===== src/rtl/skinny_sbox_layer_ctrl.sv =====
// skinny_sbox_layer_ctrl
//   Sequencer for one masked SKINNY-64 S-box layer. Streams the NPAIRS bytes of
//   a 3-share state through one shared masked S-box pair datapath, one byte per
//   pass. Passes are issued only when fresh randomness is offered. In-flight
//   passes are tracked through the datapath's fixed LAT-cycle pipeline, and each
//   retired byte is written back into the 3-share output state.
//
//   Build option: define SBOX_CTRL_ZEROIZE_EN to clear the captured input shares
//   in the DONE cycle. It also makes bubble cycles repeat the previously issued
//   byte on sb_in*, so the datapath sees no zero-value toggles.
//
// Ports
//   clk_i, rst_n_i              clock, synchronous active-low reset
//   start_i                     begin a layer (sampled in IDLE only)
//   st_in{1,2,3}_i              input state shares, captured at start
//   busy_o, done_o              layer in progress / one-cycle completion pulse
//   st_out{1,2,3}_o             registered output state shares
//   rnd_valid_i/rnd_data_i      fresh randomness offer (one pass worth)
//   rnd_ready_o                 randomness consumed this cycle (combinational)
//   sb_in{1,2,3}_o, sb_r_o      datapath inputs (zero outside issue cycles)
//   sb_out{1,2,3}_i             datapath outputs, LAT cycles after sb_in*
module skinny_sbox_layer_ctrl #(
  parameter int LAT    = 4,
  parameter int NPAIRS = 8
) (
  input  logic                  clk_i,
  input  logic                  rst_n_i,
  input  logic                  start_i,
  input  logic [8*NPAIRS-1:0]   st_in1_i,
  input  logic [8*NPAIRS-1:0]   st_in2_i,
  input  logic [8*NPAIRS-1:0]   st_in3_i,
  output logic                  busy_o,
  output logic                  done_o,
  output logic [8*NPAIRS-1:0]   st_out1_o,
  output logic [8*NPAIRS-1:0]   st_out2_o,
  output logic [8*NPAIRS-1:0]   st_out3_o,
  input  logic                  rnd_valid_i,
  input  logic [143:0]          rnd_data_i,
  output logic                  rnd_ready_o,
  output logic [7:0]            sb_in1_o,
  output logic [7:0]            sb_in2_o,
  output logic [7:0]            sb_in3_o,
  output logic [143:0]          sb_r_o,
  input  logic [7:0]            sb_out1_i,
  input  logic [7:0]            sb_out2_i,
  input  logic [7:0]            sb_out3_i
);

  localparam int IW = $clog2(NPAIRS);
  localparam int CW = $clog2(NPAIRS + 1);

  typedef enum logic [1:0] {IDLE, ISSUE, DRAIN, DONE} state_e;

  state_e                   state_q;
  logic [CW-1:0]            icnt_q, rcnt_q;
  logic [NPAIRS-1:0][7:0]   sh1_q, sh2_q, sh3_q;
  logic [NPAIRS-1:0][7:0]   out1_q, out2_q, out3_q;
  logic [LAT-1:0]           vld_q;
  logic [LAT-1:0][IW-1:0]   tag_q;
  logic                     busy_q, done_q;

  logic                     issue, retire, last_issue, last_retire;
  logic [IW-1:0]            iidx, ridx;

  assign iidx        = icnt_q[IW-1:0];
  assign ridx        = tag_q[LAT-1];
  assign issue       = (state_q == ISSUE) && rnd_valid_i;
  assign retire      = vld_q[LAT-1];
  assign last_issue  = issue && (icnt_q == CW'(NPAIRS - 1));
  // The final retirement moves straight to DONE so that done appears in the
  // cycle right after the last write-back.
  assign last_retire = retire && (rcnt_q == CW'(NPAIRS - 1));

  assign busy_o      = busy_q;
  assign done_o      = done_q;
  assign st_out1_o   = out1_q;
  assign st_out2_o   = out2_q;
  assign st_out3_o   = out3_q;

`ifdef SBOX_CTRL_ZEROIZE_EN
  logic [IW-1:0] pidx;
  assign pidx = iidx - IW'(1);
`endif

  always_comb begin
    rnd_ready_o = issue;
    sb_r_o      = issue ? rnd_data_i : '0;
    sb_in1_o    = '0;
    sb_in2_o    = '0;
    sb_in3_o    = '0;
    if (issue) begin
      sb_in1_o = sh1_q[iidx];
      sb_in2_o = sh2_q[iidx];
      sb_in3_o = sh3_q[iidx];
    end
`ifdef SBOX_CTRL_ZEROIZE_EN
    // Bubble: hold the last issued byte; nothing issued yet means zeros.
    else if (state_q == ISSUE && icnt_q != '0) begin
      sb_in1_o = sh1_q[pidx];
      sb_in2_o = sh2_q[pidx];
      sb_in3_o = sh3_q[pidx];
    end
`endif
  end

  always_ff @(posedge clk_i) begin
    if (!rst_n_i) begin
      state_q <= IDLE;
      icnt_q  <= '0;
      rcnt_q  <= '0;
      vld_q   <= '0;
      tag_q   <= '0;
      busy_q  <= 1'b0;
      done_q  <= 1'b0;
      sh1_q   <= '0;
      sh2_q   <= '0;
      sh3_q   <= '0;
      out1_q  <= '0;
      out2_q  <= '0;
      out3_q  <= '0;
    end else begin
      // Tracking shadow of the datapath pipeline; shifts every cycle because
      // the datapath itself has no enable.
      vld_q[0] <= issue;
      tag_q[0] <= iidx;
      for (int i = 1; i < LAT; i++) begin
        vld_q[i] <= vld_q[i-1];
        tag_q[i] <= tag_q[i-1];
      end

      if (issue) icnt_q <= icnt_q + CW'(1);

      if (retire) begin
        out1_q[ridx] <= sb_out1_i;
        out2_q[ridx] <= sb_out2_i;
        out3_q[ridx] <= sb_out3_i;
        rcnt_q       <= rcnt_q + CW'(1);
      end

      case (state_q)
        IDLE: if (start_i) begin
          sh1_q   <= st_in1_i;
          sh2_q   <= st_in2_i;
          sh3_q   <= st_in3_i;
          icnt_q  <= '0;
          rcnt_q  <= '0;
          busy_q  <= 1'b1;
          state_q <= ISSUE;
        end
        ISSUE: if (last_issue) state_q <= DRAIN;
        DRAIN: if (last_retire) begin
          done_q  <= 1'b1;
          state_q <= DONE;
        end
        DONE: begin
          done_q  <= 1'b0;
          busy_q  <= 1'b0;
          state_q <= IDLE;
`ifdef SBOX_CTRL_ZEROIZE_EN
          sh1_q   <= '0;
          sh2_q   <= '0;
          sh3_q   <= '0;
`endif
        end
        default: state_q <= IDLE;
      endcase
    end
  end

endmodule


===== config.mk =====
export PLATFORM = sky130hd
export DESIGN_NAME = skinny_sbox_layer_ctrl
export DESIGN_NICKNAME = d
export VERILOG_FILES = /design/src/rtl/skinny_sbox_layer_ctrl.sv
export SDC_FILE = /design/constraint.sdc
export NUM_CORES = 1
export LEC_CHECK = 0
export BUFFER_PORTS_ARGS = -buffer_cell sky130_fd_sc_hd__buf_2
export CORE_AREA = 2 2 283 285
export DETAILED_ROUTE_END_ITERATION = 10
export DIE_AREA = 0 0 285 287
export HOLD_SLACK_MARGIN = 0.06
export PLACE_DENSITY = 0.56
export SLEW_MARGIN = 5
export SYNTH_ARGS = -nofsm -noshare
export SYNTH_HDL_FRONTEND = slang
export SYNTH_SLANG_ARGS = --single-unit
export TNS_END_PERCENT = 50

===== constraint.sdc =====
create_clock -name clk_i -period 1.91 [get_ports clk_i]
set_input_delay 0.191 -clock clk_i [delete_from_list [all_inputs] [get_ports clk_i]]
set_output_delay 0.191 -clock clk_i [all_outputs]
set_load 0.01 [all_outputs]

==> qor.txt <==
DR pass1 iterations: 5
Vias/cell: 4.45
main combinational cell family by area after synthesis: simple AND/OR/NAND/NOR gates
Reg clk slew, reported paths: 60 ps
final net count: 3369
Least-Margin Pin Slew: 471 ps
Max VDD drop: 0.631 mV
final instance area: 0.0285 mm^2
die area: 0.0818 mm^2
Worst Path Class, Setup: flip-flop to primary output
First DRT Iteration DRCs: 1182
mux cell area share after synthesis: 7.49%
min Tclk post-route: 2370 ps
Seq/Total Area, Yosys: 46.4%
Main synth FF type: dfxtp_1
share of synthesized cell area in and, or, nand and nor gates: 23.9%
DRC viols: 0
setup violators final: 167
IO Pins: 727
RD Place Congestion: 0.959
vias in the first global route: 17595
Post-synth EDFFs: 0
area share of the largest cell type after synthesis: 46.4%
crit path max-delay cell type: mux4_2
post-synthesis compound-gate area fraction: 16.5%
Syn Inst Count: 2093
synth unique cells: 32
final setup skew: 30.5 ps
wire length of the first global-routing pass: 119 mm
post-synthesis register bit count: 412
Critical Path Max Stage Delay: 510 ps
DP Area: 0.0228 mm^2
WL/cell: 20.2 um
Pleak: 12.0 nW
Core ar.: 0.0786 mm^2
clk sinks: 412
Post-Synth XOR/XNOR Area: 0.296%
crit path cell chain: buf_4 -> mux4_2 -> mux2i_2 -> nor2_1 -> buf_2
Global Route Usage Sum: 19.2%
Layout area overhead: 60.5%
CP bufs+invs: 2
Max Clk Rate: 422 MHz
Tcrit/Tclk final: 124%
Hold Path Class: input port to flip-flop
layout cell share with drive strength beyond 1: 35.3%
biggest area consumer among synthesized cells: dfxtp_1
CTS tree: built
row cnt: 103
Critical Path AT: 2180 ps
adder-cell share of the synthesized area: 0.422%
later-pin clock latency in the skew report: 590 ps
Die Y: 287 um
vias: 18225
post-synthesis async set-or-reset flop share: 0%
RSZ-0062 raised after global routing: true
setup ws final: -462 ps
mapped cell area: 0.0178 mm^2
Clock Tree Buf Depth: 3
Data required, critical path: 1720 ps
CP top delay family: multiplexers
Detailed Route WL: 82.8 mm
Worst Setup Start Kind: flip-flop
Place WS: 45.8 ps
Hold Vio Cnt, Final: 0
number of max-cap violations: 0
initial antenna violation count: 13
Initial Utilization: 22.6%
yosys warns: 0
Slew HR: 68.6%
status: finished, violations left
Routed Antenna Nets: 0
Inst Count DP: 3743
CP max FO: 7
Slew Viols, Final: 0
CTS Buf Count: 48
H-Tree Depth: 2
largest net degree at the start of global routing: 105
setup TNS: -30110 ps
Chip Width: 285 um
ranking of synthesized cells by area: dfxtp_1 (46%), nand2_1 (17%), a21boi_0 (15%), mux4_2 (6.1%), and3_1 (5.1%)
DP HPWL: 59.1 mm
Remaining Overflow, GRT: 0
synthesized net count: 2463
failing checks: setup timing
Power, Total: 27.4 mW
Worst setup EP type: primary output
final non-filler cell total: 4094
Port Buffers: 726
Root Driver: clkbuf_16
power density over the cells: 959 mW/mm^2
Avg Inst Size Synth: 8.49 um^2
-- area by class of cell --
cell class                      count  area (um^2)
Antenna cell                        8         20.0
Clock buffer                       71         1410
Clock inverter                     16          204
Fill cell                        8066        50100
Inverter                            5         21.3
Multi-Input combinational cell   1481         9170
Sequential cell                   412         8260
Tap cell                         1050         1310
Timing Repair Buffer             1051         8140
-- logic make-up after synthesis --
kind of cell | count (synthesis)
AND/OR/NAND/NOR | 1003
flip-flops | 412
AO/OA/AOI/OAI | 393
buffers and inverters | 200
multiplexers | 73
XOR/XNOR | 6
adder cells (fa/ha/maj) | 6
-- report_power, final --
group,total [mW],internal [mW],switching (mW),leakage [nW]
registers,9.86,9.35,0.505,3.35
logic,8.07,4.11,3.96,7.88
clock network,9.43,5.55,3.88,0.797
total,27.4,19.0,8.34,12.0
-- synth_stat cells, drive strengths merged (4+ instances only) --
| library cell | number |
|---|---|
| nand2 | 783 |
| dfxtp | 412 |
| a21boi | 385 |
| and3 | 145 |
| clkbuf | 128 |
| buf | 67 |
| mux4 | 48 |
| nor2 | 40 |
| mux2i | 25 |
| and2 | 15 |
| ha | 6 |
| inv | 5 |
| nand3 | 5 |
| nor2b | 4 |
| xor2 | 4 |
-- final timing paths --
path,slack [ps],from,depth (start not counted),to
setup / recovery,-460,icnt_q[0]$_SDFF_PN0_,5,sb_in3_o[7]
setup reg to reg,120,state_q[1]$_SDFFE_PN0P_,9,sh2_q[46]$_SDFFE_PN0P_
hold / removal,250,rnd_valid_i,4,state_q[0]$_SDFFE_PN0P_
hold reg to reg,430,tag_q[7]$_SDFF_PN0_,1,ridx[1]$_SDFF_PN0_
-- sequential cells by signal, indices dropped and copies added (netlist names) --
signal     count
sh1_q         64
sh2_q         64
sh3_q         64
st_out1_o     64
st_out2_o     64
st_out3_o     64
tag_q          9
icnt_q         4
rcnt_q         4
vld_q          4
ridx           3
state_q        2
busy_o         1
done_o         1
-- through the flow --
step	hold WS, ps	util [%]
after floorplan	336	-
after global placement	414	29.0
after detailed placement	418	29.0
after CTS	222	35.5
after global routing	270	36.3
final	249	36.3
-- per-layer routing --
layer / track usage, % / vias to the layer above / wire length (um)
li1: - / 8754 / -
met1: 26.5 / 8647 / 37800
met2: 30.7 / 710 / 38000
met3: 3.92 / 110 / 5600
met4: 4.58 / 4 / 1440
met5: 0 / - / 18
-- worst min-delay path, delay by kind of cell --
kind            cells  cell delay, ps
compound gates      2             260
buf+inv             1             200
simple gates        1             130
-- placed cells by master (no fill, tap or decap), types with 6 or more instances in the layout --
cell,Yosys,routed
nand2_1,783,781
buf_2,43,611
dfxtp_1,412,407
a21boi_0,346,346
dlygate4sd3_1,0,218
buf_6,0,117
and3_4,0,92
and3_1,145,53
clkbuf_16,0,53
mux4_2,48,48
buf_4,21,48
a21boi_1,39,39
buf_12,0,37
nor2_1,37,31
mux2i_1,25,22
and2_1,15,15
clkbuf_1,128,12
buf_16,0,11
clkbuf_8,0,10
diode_2,0,8
nor2_2,3,8
clkinv_2,0,6
-- timing repair --
action | in CTS | in global routing
hold endpoints to repair | 391 | 0
gates cloned | 15 | 4
resized for setup | 201 | 125
buffers inserted | 19 | 7
setup endpoints to repair | 167 | 171
pin swaps | 6 | 8
hold buffers | 218 | 0
Note: power is estimated with default switching activity, not from simulation.
